## src/rtl/mem_arb_pkg.sv

```systemverilog
// Shared types and constants for the single-port memory arbiter.
package mem_arb_pkg;

   typedef enum logic [1:0] {OWN_NONE, OWN_DBG, OWN_DMEM, OWN_IMEM} owner_e;
   typedef enum logic {ST_NORMAL, ST_LOCKED} state_e;

   localparam int unsigned DATA_WIDTH_DEF = 32;
   localparam int unsigned MASK_WIDTH     = DATA_WIDTH_DEF / 8;
   localparam int unsigned STARVE_CNT_W   = 4;

   // Bit positions inside the one-hot grant vector.
   localparam int unsigned GNT_DBG  = 0;
   localparam int unsigned GNT_DMEM = 1;
   localparam int unsigned GNT_IMEM = 2;

endpackage

```

## src/rtl/mem_arb_pick.sv

```systemverilog
// Combinational priority picker: dbg first, then dmem/imem unless locked.
module mem_arb_pick
   import mem_arb_pkg::*;
(
   input  logic       dbg_req,
   input  logic       dmem_req,
   input  logic       imem_req,
   input  state_e     state,
   input  logic       starve,
   output logic [2:0] gnt_c
);

   // A starved imem outranks dmem; dbg always wins.
   always_comb begin
      gnt_c = '0;
      if (dbg_req) begin
         gnt_c[GNT_DBG] = 1'b1;
      end else if (state == ST_NORMAL) begin
         if (imem_req && (starve || !dmem_req)) begin
            gnt_c[GNT_IMEM] = 1'b1;
         end else if (dmem_req) begin
            gnt_c[GNT_DMEM] = 1'b1;
         end
      end
   end

endmodule

```

## src/rtl/mem_arbiter.sv

```systemverilog
// Arbitrates dbg, dmem and imem onto one 1-cycle-latency SRAM port and
// routes each response back to the requester granted the previous cycle.
module mem_arbiter
   import mem_arb_pkg::*;
#(
   parameter int unsigned ADDR_WIDTH   = 32,
   parameter int unsigned DATA_WIDTH   = 32,
   parameter int unsigned STARVE_LIMIT = 4
) (
   input  logic                      clk,
   input  logic                      rst,
   input  logic                      dbg_lock,
   input  logic                      dbg_req,
   input  logic                      dmem_req,
   input  logic                      imem_req,
   input  logic [ADDR_WIDTH-1:0]     dbg_addr,
   input  logic [ADDR_WIDTH-1:0]     dmem_addr,
   input  logic [ADDR_WIDTH-1:0]     imem_addr,
   input  logic                      dbg_we,
   input  logic                      dmem_we,
   input  logic [DATA_WIDTH-1:0]     dbg_wdata,
   input  logic [DATA_WIDTH-1:0]     dmem_wdata,
   input  logic [DATA_WIDTH/8-1:0]   dbg_wmask,
   input  logic [DATA_WIDTH/8-1:0]   dmem_wmask,
   output logic                      dbg_gnt,
   output logic                      dmem_gnt,
   output logic                      imem_gnt,
   output logic                      dbg_rvalid,
   output logic                      dmem_rvalid,
   output logic                      imem_rvalid,
   output logic [DATA_WIDTH-1:0]     dbg_rdata,
   output logic [DATA_WIDTH-1:0]     dmem_rdata,
   output logic [DATA_WIDTH-1:0]     imem_rdata,
   output logic                      mem_en,
   output logic                      mem_we,
   output logic [ADDR_WIDTH-1:0]     mem_addr,
   output logic [DATA_WIDTH-1:0]     mem_wdata,
   output logic [DATA_WIDTH/8-1:0]   mem_wmask,
   input  logic [DATA_WIDTH-1:0]     mem_rdata
);

   localparam int unsigned CW = STARVE_CNT_W;

   state_e          state_q, state_d;
   owner_e          owner_q, owner_d;
   logic            rd_q;
   logic [CW-1:0]   starve_q, starve_d;
   logic            starve_c;
   logic [2:0]      pick_gnt_c;
   logic [2:0]      gnt_c;

   assign starve_c = (starve_q == CW'(STARVE_LIMIT));

   mem_arb_pick u_pick (
      .dbg_req  (dbg_req),
      .dmem_req (dmem_req),
      .imem_req (imem_req),
      .state    (state_q),
      .starve   (starve_c),
      .gnt_c    (pick_gnt_c)
   );

   // Grants are suppressed combinationally while reset is held.
   assign gnt_c    = rst ? pick_gnt_c : 3'b000;
   assign dbg_gnt  = gnt_c[GNT_DBG];
   assign dmem_gnt = gnt_c[GNT_DMEM];
   assign imem_gnt = gnt_c[GNT_IMEM];

   // Memory port mux and owner of the access issued this cycle.
   always_comb begin
      mem_en    = |gnt_c;
      mem_we    = 1'b0;
      mem_addr  = '0;
      mem_wdata = '0;
      mem_wmask = '0;
      owner_d   = OWN_NONE;
      if (gnt_c[GNT_DBG]) begin
         mem_we    = dbg_we;
         mem_addr  = dbg_addr;
         mem_wdata = dbg_wdata;
         mem_wmask = dbg_wmask;
         owner_d   = OWN_DBG;
      end else if (gnt_c[GNT_DMEM]) begin
         mem_we    = dmem_we;
         mem_addr  = dmem_addr;
         mem_wdata = dmem_wdata;
         mem_wmask = dmem_wmask;
         owner_d   = OWN_DMEM;
      end else if (gnt_c[GNT_IMEM]) begin
         mem_addr  = imem_addr;
         owner_d   = OWN_IMEM;
      end
   end

   // Lock FSM next state and starvation counter update.
   always_comb begin
      state_d  = state_q;
      starve_d = starve_q;
      case (state_q)
         ST_NORMAL: begin
            if (dbg_lock) state_d = ST_LOCKED;
            if (imem_req && !gnt_c[GNT_IMEM]) begin
               if (!starve_c) starve_d = starve_q + CW'(1);
            end else begin
               starve_d = '0;
            end
         end
         ST_LOCKED: begin
            if (!dbg_lock) state_d = ST_NORMAL;
         end
         default: state_d = ST_NORMAL;
      endcase
   end

   always_ff @(posedge clk or negedge rst) begin
      if (!rst) begin
         state_q     <= ST_NORMAL;
         owner_q     <= OWN_NONE;
         rd_q        <= 1'b0;
         starve_q    <= '0;
         dbg_rvalid  <= 1'b0;
         dmem_rvalid <= 1'b0;
         imem_rvalid <= 1'b0;
      end else begin
         state_q     <= state_d;
         owner_q     <= owner_d;
         rd_q        <= mem_en && !mem_we;
         starve_q    <= starve_d;
         dbg_rvalid  <= gnt_c[GNT_DBG];
         dmem_rvalid <= gnt_c[GNT_DMEM];
         imem_rvalid <= gnt_c[GNT_IMEM];
      end
   end

   // Read data is steered only to the owner of a completed read.
   assign dbg_rdata  = (owner_q == OWN_DBG  && rd_q) ? mem_rdata : '0;
   assign dmem_rdata = (owner_q == OWN_DMEM && rd_q) ? mem_rdata : '0;
   assign imem_rdata = (owner_q == OWN_IMEM && rd_q) ? mem_rdata : '0;

endmodule

```

## config.mk

```make
export PLATFORM = sky130hd
export DESIGN_NAME = mem_arbiter
export DESIGN_NICKNAME = d
export VERILOG_FILES = /design/src/rtl/mem_arb_pkg.sv /design/src/rtl/mem_arb_pick.sv /design/src/rtl/mem_arbiter.sv
export SDC_FILE = /design/constraint.sdc
export NUM_CORES = 1
export LEC_CHECK = 0
export CAP_MARGIN = 20
export CORE_AREA = 10 10 140 142
export CTS_BUF_LIST = sky130_fd_sc_hd__clkbuf_4
export DETAILED_ROUTE_END_ITERATION = 10
export DIE_AREA = 0 0 150 152
export HOLD_SLACK_MARGIN = 0.15
export PLACE_DENSITY = 0.65
export SYNTH_ARGS = -nofsm -noshare
export SYNTH_HDL_FRONTEND = slang
export SYNTH_HIERARCHICAL = 1
export SYNTH_SLANG_ARGS = --single-unit
```

## constraint.sdc

```tcl
create_clock -name clk -period 4.7 [get_ports clk]
set_input_delay 0.94 -clock clk [delete_from_list [all_inputs] [get_ports clk]]
set_output_delay 0.94 -clock clk [all_outputs]
set_load 0.02 [all_outputs]
```

; ---- After elaboration in Yosys (flattened, before gate mapping)
; Cells that the tools add are included.
[totals]
register_bits = 11
in_bits = 208
out_inout_bits = 172
wordCells = 51
[op_classes]
add_sub_neg = 1
eq_ne = 5
muxes = 25
bitwise = 1
reduce_logical = 12
[op_table]
columns = cell, n
row1 = $mux 32, 8
row2 = $mux 4, 4
row3 = $mux 2, 5
row4 = $mux 1, 7
row5 = $logic_and 1x1->1, 6
row6 = $add 4x1->4 const B, 1
row7 = $eq 2x2->1 const B, 2
row8 = $eq 4x3->1 const B, 1
row9 = $logic_not 1->1, 3
row10 = $mux 3, 1
row11 = $reduce_or 3->1, 1
row12 = $eq 2x1->1 const B, 1
row13 = $ne 2x2->1 const B, 1
row14 = $reduce_and 2->1, 1
row15 = $logic_or 1x1->1, 1
row16 = $not 1->1, 1

; ---- Longest topological paths before layout
[depth]
depth_word = 11
mapped_depth = 10

; ---- By module
; Netlist, hierarchy kept.
[modules_own_cells]
columns = module, n_inst, cells_each, area_each_um2
row1 = mem_arbiter, 1, 308, 2158.3
row2 = mem_arb_pick, 1, 6, 33.8

; ---- Worst setup path before layout
; OpenSTA, ideal clock, no wires.
[synth_path]
kind = input-to-output
start = input dbg_req
end = output mem_addr[22]
arrival_time_ns = 2.249
required_ns = 3.760
setup_slack_ns = 1.511
path_stages = 7
path_buffers = 1
cell_sequence = nor2_1 > and3_1 > nand2_1 > inv_2 > buf_4 > a22oi_1 > o21ai_0
[synth_between]
elab_cells_between_ends = 6
[synth_rtl]
columns = element, line
row1 = "start, declared", mem_arbiter.sv:13  ; input logic dbg_req,
row2 = $mux 2, mem_arb_pick.sv:16  ; if (dbg_req) begin
row3 = via pick_gnt_c[1], mem_arbiter.sv:49  ; logic [2:0] pick_gnt_c;
row4 = $mux 3, mem_arbiter.sv:64  ; assign gnt_c = rst ? pick_gnt_c : 3'b000;
row5 = via dmem_gnt, mem_arbiter.sv:26  ; output logic dmem_gnt,
row6 = $mux 32, mem_arbiter.sv:83  ; end else if (gnt_c[GNT_DMEM]) begin
row7 = $mux 32, mem_arbiter.sv:77  ; if (gnt_c[GNT_DBG]) begin
row8 = "end, declared", mem_arbiter.sv:36  ; output logic [ADDR_WIDTH-1:0] mem_addr,
; The timed path passes the listed nets, and every way through them passes these cells.

; ---- Worst setup path after layout
[layout_path]
start = input dbg_req
end = output mem_addr[18]
[layout_between]
elab_cells_between_ends = 6
[layout_rtl]
columns = element, line
row1 = $mux 2, mem_arb_pick.sv:16
row2 = via pick_gnt_c[1], mem_arbiter.sv:49
row3 = $mux 3, mem_arbiter.sv:64
row4 = $mux 32, mem_arbiter.sv:83
row5 = $mux 32, mem_arbiter.sv:77
; The timed path passes the listed nets, and every way through them passes these cells.

==> results.toml <==
[critical_path]
cpLargestDelayFamily = "buffers and inverters"
arrival_ns = 3.32
slowest_stage = "clkdlybuf4s50_1"
startpoint_type = "input port"
r2r-end = "starve_q[1]"
crit_buf_inv = 4
cp_max_fo = 35
cpMostUsedCell = "clkdlybuf4s50_1"
end_kind = "primary output"
worst_path_largest_cell_delay_ns = 0.64
ff2ff_path_depth = 8
required_ns = 3.76
r2r_slack_ns = 2.67
cp_cell_sequence = "clkdlybuf4s50_1, nor2_1, and3_1, nand2_1, inv_2, buf_12, a22oi_1, o21ai_0, clkdlybuf4s50_1"
reg2reg_from = "starve_q[0]"
path_class = "in2out"

[global_route]
grt_max_degree = 49
gr-total-overflow = 0
antenna_found_initial = 2
grt_use_total_pct = 13.8
grt_pass1_wl_um = 24800
grt_pass1_vias = 3958

[floorplan]
coreArea_um2 = 16900
die_w_um = 150
ioPinCount = 380
start_util_pct = 12.9
num_rows = 48
die_h_um = 152
dieArea_um2 = 22800

[cells_and_area]
mostFrequentLayoutCells = "clkdlybuf4s50_1 (377), and2_1 (96), a22o_1 (39)"
nNetsFinal = 884
layout_commonest_cell = "clkdlybuf4s50_1"
drive_gt1_share_pct = 3.12
area_delta_synth_final_pct = 184

[synthesis]
syn-num-nets = 524
yosysSeqAreaShare_pct = 12.6
synth_edf_count = 0
ys_async_sr_fraction_pct = 100
ys_seq_elements = 11
avgSynthCellArea_um2 = 6.98
yosys_warnings = 6
synth.cell_area_um2 = 2190
ys.flop_type = "dfrtp_1"
syn_inst = 314
yosysUniqueCellTypes = 32

[placement]
place_congestion = 0.913
hpwlAfterDp_um = 15400
port_buffers = 379

[run_status]
status = "completed"

[drt]
drt_iter0_drc = 161
vias = 3732
drc = 0
ant_nets = 0
first_pass_iters = 5
wl_per_cell_um = 19.5
viasPerCell = 4.15
routed_wl_um = 17600

[timing]
whs_ns = 0.550
finalHoldViolations = 0
setup_viol = 0
layout_worst_path_cycle_share_pct = 90.6
tightest_slew_ns = 0.934
tns_ns = 0
slew_violations = 0
rsz0062_at_grt = "false"
max_freq_mhz = 235
finalClockSkew_ns = 0.00689
relSlewSlack_pct = 37.7
fin_crit_ns = 4.26

[clocking]
postCtsSetupBuffers = 0
cts_tree = "yes"
numCtsBuffers = 3
clockRootBuffer = "clkbuf_4"
htree_levels = 1
clock_latency_ns = 0.27
cts_resized = 0
cts.sinks = 11
cts_buffer_depth = 2
postCtsHoldBufs = 0
path_clk_slew_ns = 0.07

[hold_path]
hold_path_depth = 1
worstHoldEndpoint = "starve_q[3]"
hp-class = "reg2reg"
hold_start = "starve_q[3]"

[pwr]
power_uw = 581
irDropWorstVdd_v = 0.0000405
cellPowerDensity_nw_per_um2 = 93.5
power.leakage_nw = 2.30

[job]
cap_viol_max_count = 0
## layout make-up
cell class,count,area (µm²)
sequential,11,275
fill,1766,10700
tap,225,282
timing repair buffer,387,3910
clock buffer,4,30.0
antenna,2,5.00
multi-input combinational,267,1700
inverter,4,15.0
## worst max-delay path by stage
stage | startpoint | slack (ns) | end | depth (start not counted)
2_1_floorplan | dbg_req | 1.51 | mem_addr[22] | 7
3_3_place_gp | dbg_req | 0.49 | mem_addr[10] | 8
3_5_place_dp | dbg_req | 0.45 | mem_addr[10] | 9
4_1_cts | dbg_req | 0.44 | mem_addr[10] | 9
5_1_grt | dbg_req | 0.29 | mem_addr[0] | 9
6_report | dbg_req | 0.44 | mem_addr[18] | 9
## cells in the mapped netlist (2+ instances only)
master,n,area share (%)
o21ai_1,8,1.8
a22o_1,39,16
o21ai_0,24,5.5
and3b_1,2,0.80
and3_1,3,0.86
dfrtp_1,11,13
and2_1,97,28
buf_4,10,3.4
nor2_1,5,0.86
inv_1,3,0.51
nor2b_1,2,0.57
ha_1,2,1.1
clkbuf_1,12,2.1
nand2b_1,2,0.57
a31o_2,2,0.80
a22oi_1,32,11
buf_6,5,2.6
buf_2,5,1.1
nand2_1,37,6.3
## where the power goes
part / internal [mW] / switching, mW / total [mW]
Combinational: 0.252 / 0.152 / 0.404
Sequential: 0.101 / 0.00670 / 0.108
Clock: 0.0386 / 0.0304 / 0.0690
Total: 0.392 / 0.189 / 0.581
## logic make-up (layout without fill, tap and decap cells)
kind of cell	count (synthesis)	count (layout)	synth area share (%)
DFF	11	11	12.6
and+or+nand+nor	153	153	39.2
adders and majority gates	2	2	1.14
muxes	1	1	0.514
AOI/OAI and AO/OA	111	111	36.7
buffers and inverters	36	395	9.87
other	0	2	0
## registers in the layout (all words and copies together), names as in the netlist
| name | cells |
|---|---|
| owner_q | 2 |
| dmem_rvalid | 1 |
| rd_q | 1 |
| starve_q | 4 |
| dbg_rvalid | 1 |
| imem_rvalid | 1 |
| state_q | 1 |
## routing by layer
metal	vias to the layer above	GRT usage, %	part of all wire (%)
li1	1832	-	-
met1	1635	13.9	36
met2	255	26.0	50
met3	10	5.82	13
met4	0	2.31	0.84
met5	-	0	0
## stage by stage
| step | instance area [µm²] | cells | setup WS [ns] | utilization (%) |
|---|---|---|---|---|
| 2_1_floorplan | 2190 | 314 | 1.51 | - |
| 3_3_place_gp | 6190 | 894 | 0.489 | 36.5 |
| 3_5_place_dp | 6190 | 894 | 0.447 | 36.5 |
| 4_1_cts | 6220 | 898 | 0.437 | 36.7 |
| 5_1_grt | 6220 | 899 | 0.289 | 36.7 |
| 6_report | 6220 | 900 | 0.443 | 36.7 |
Note: power is estimated with default switching activity, not from simulation.
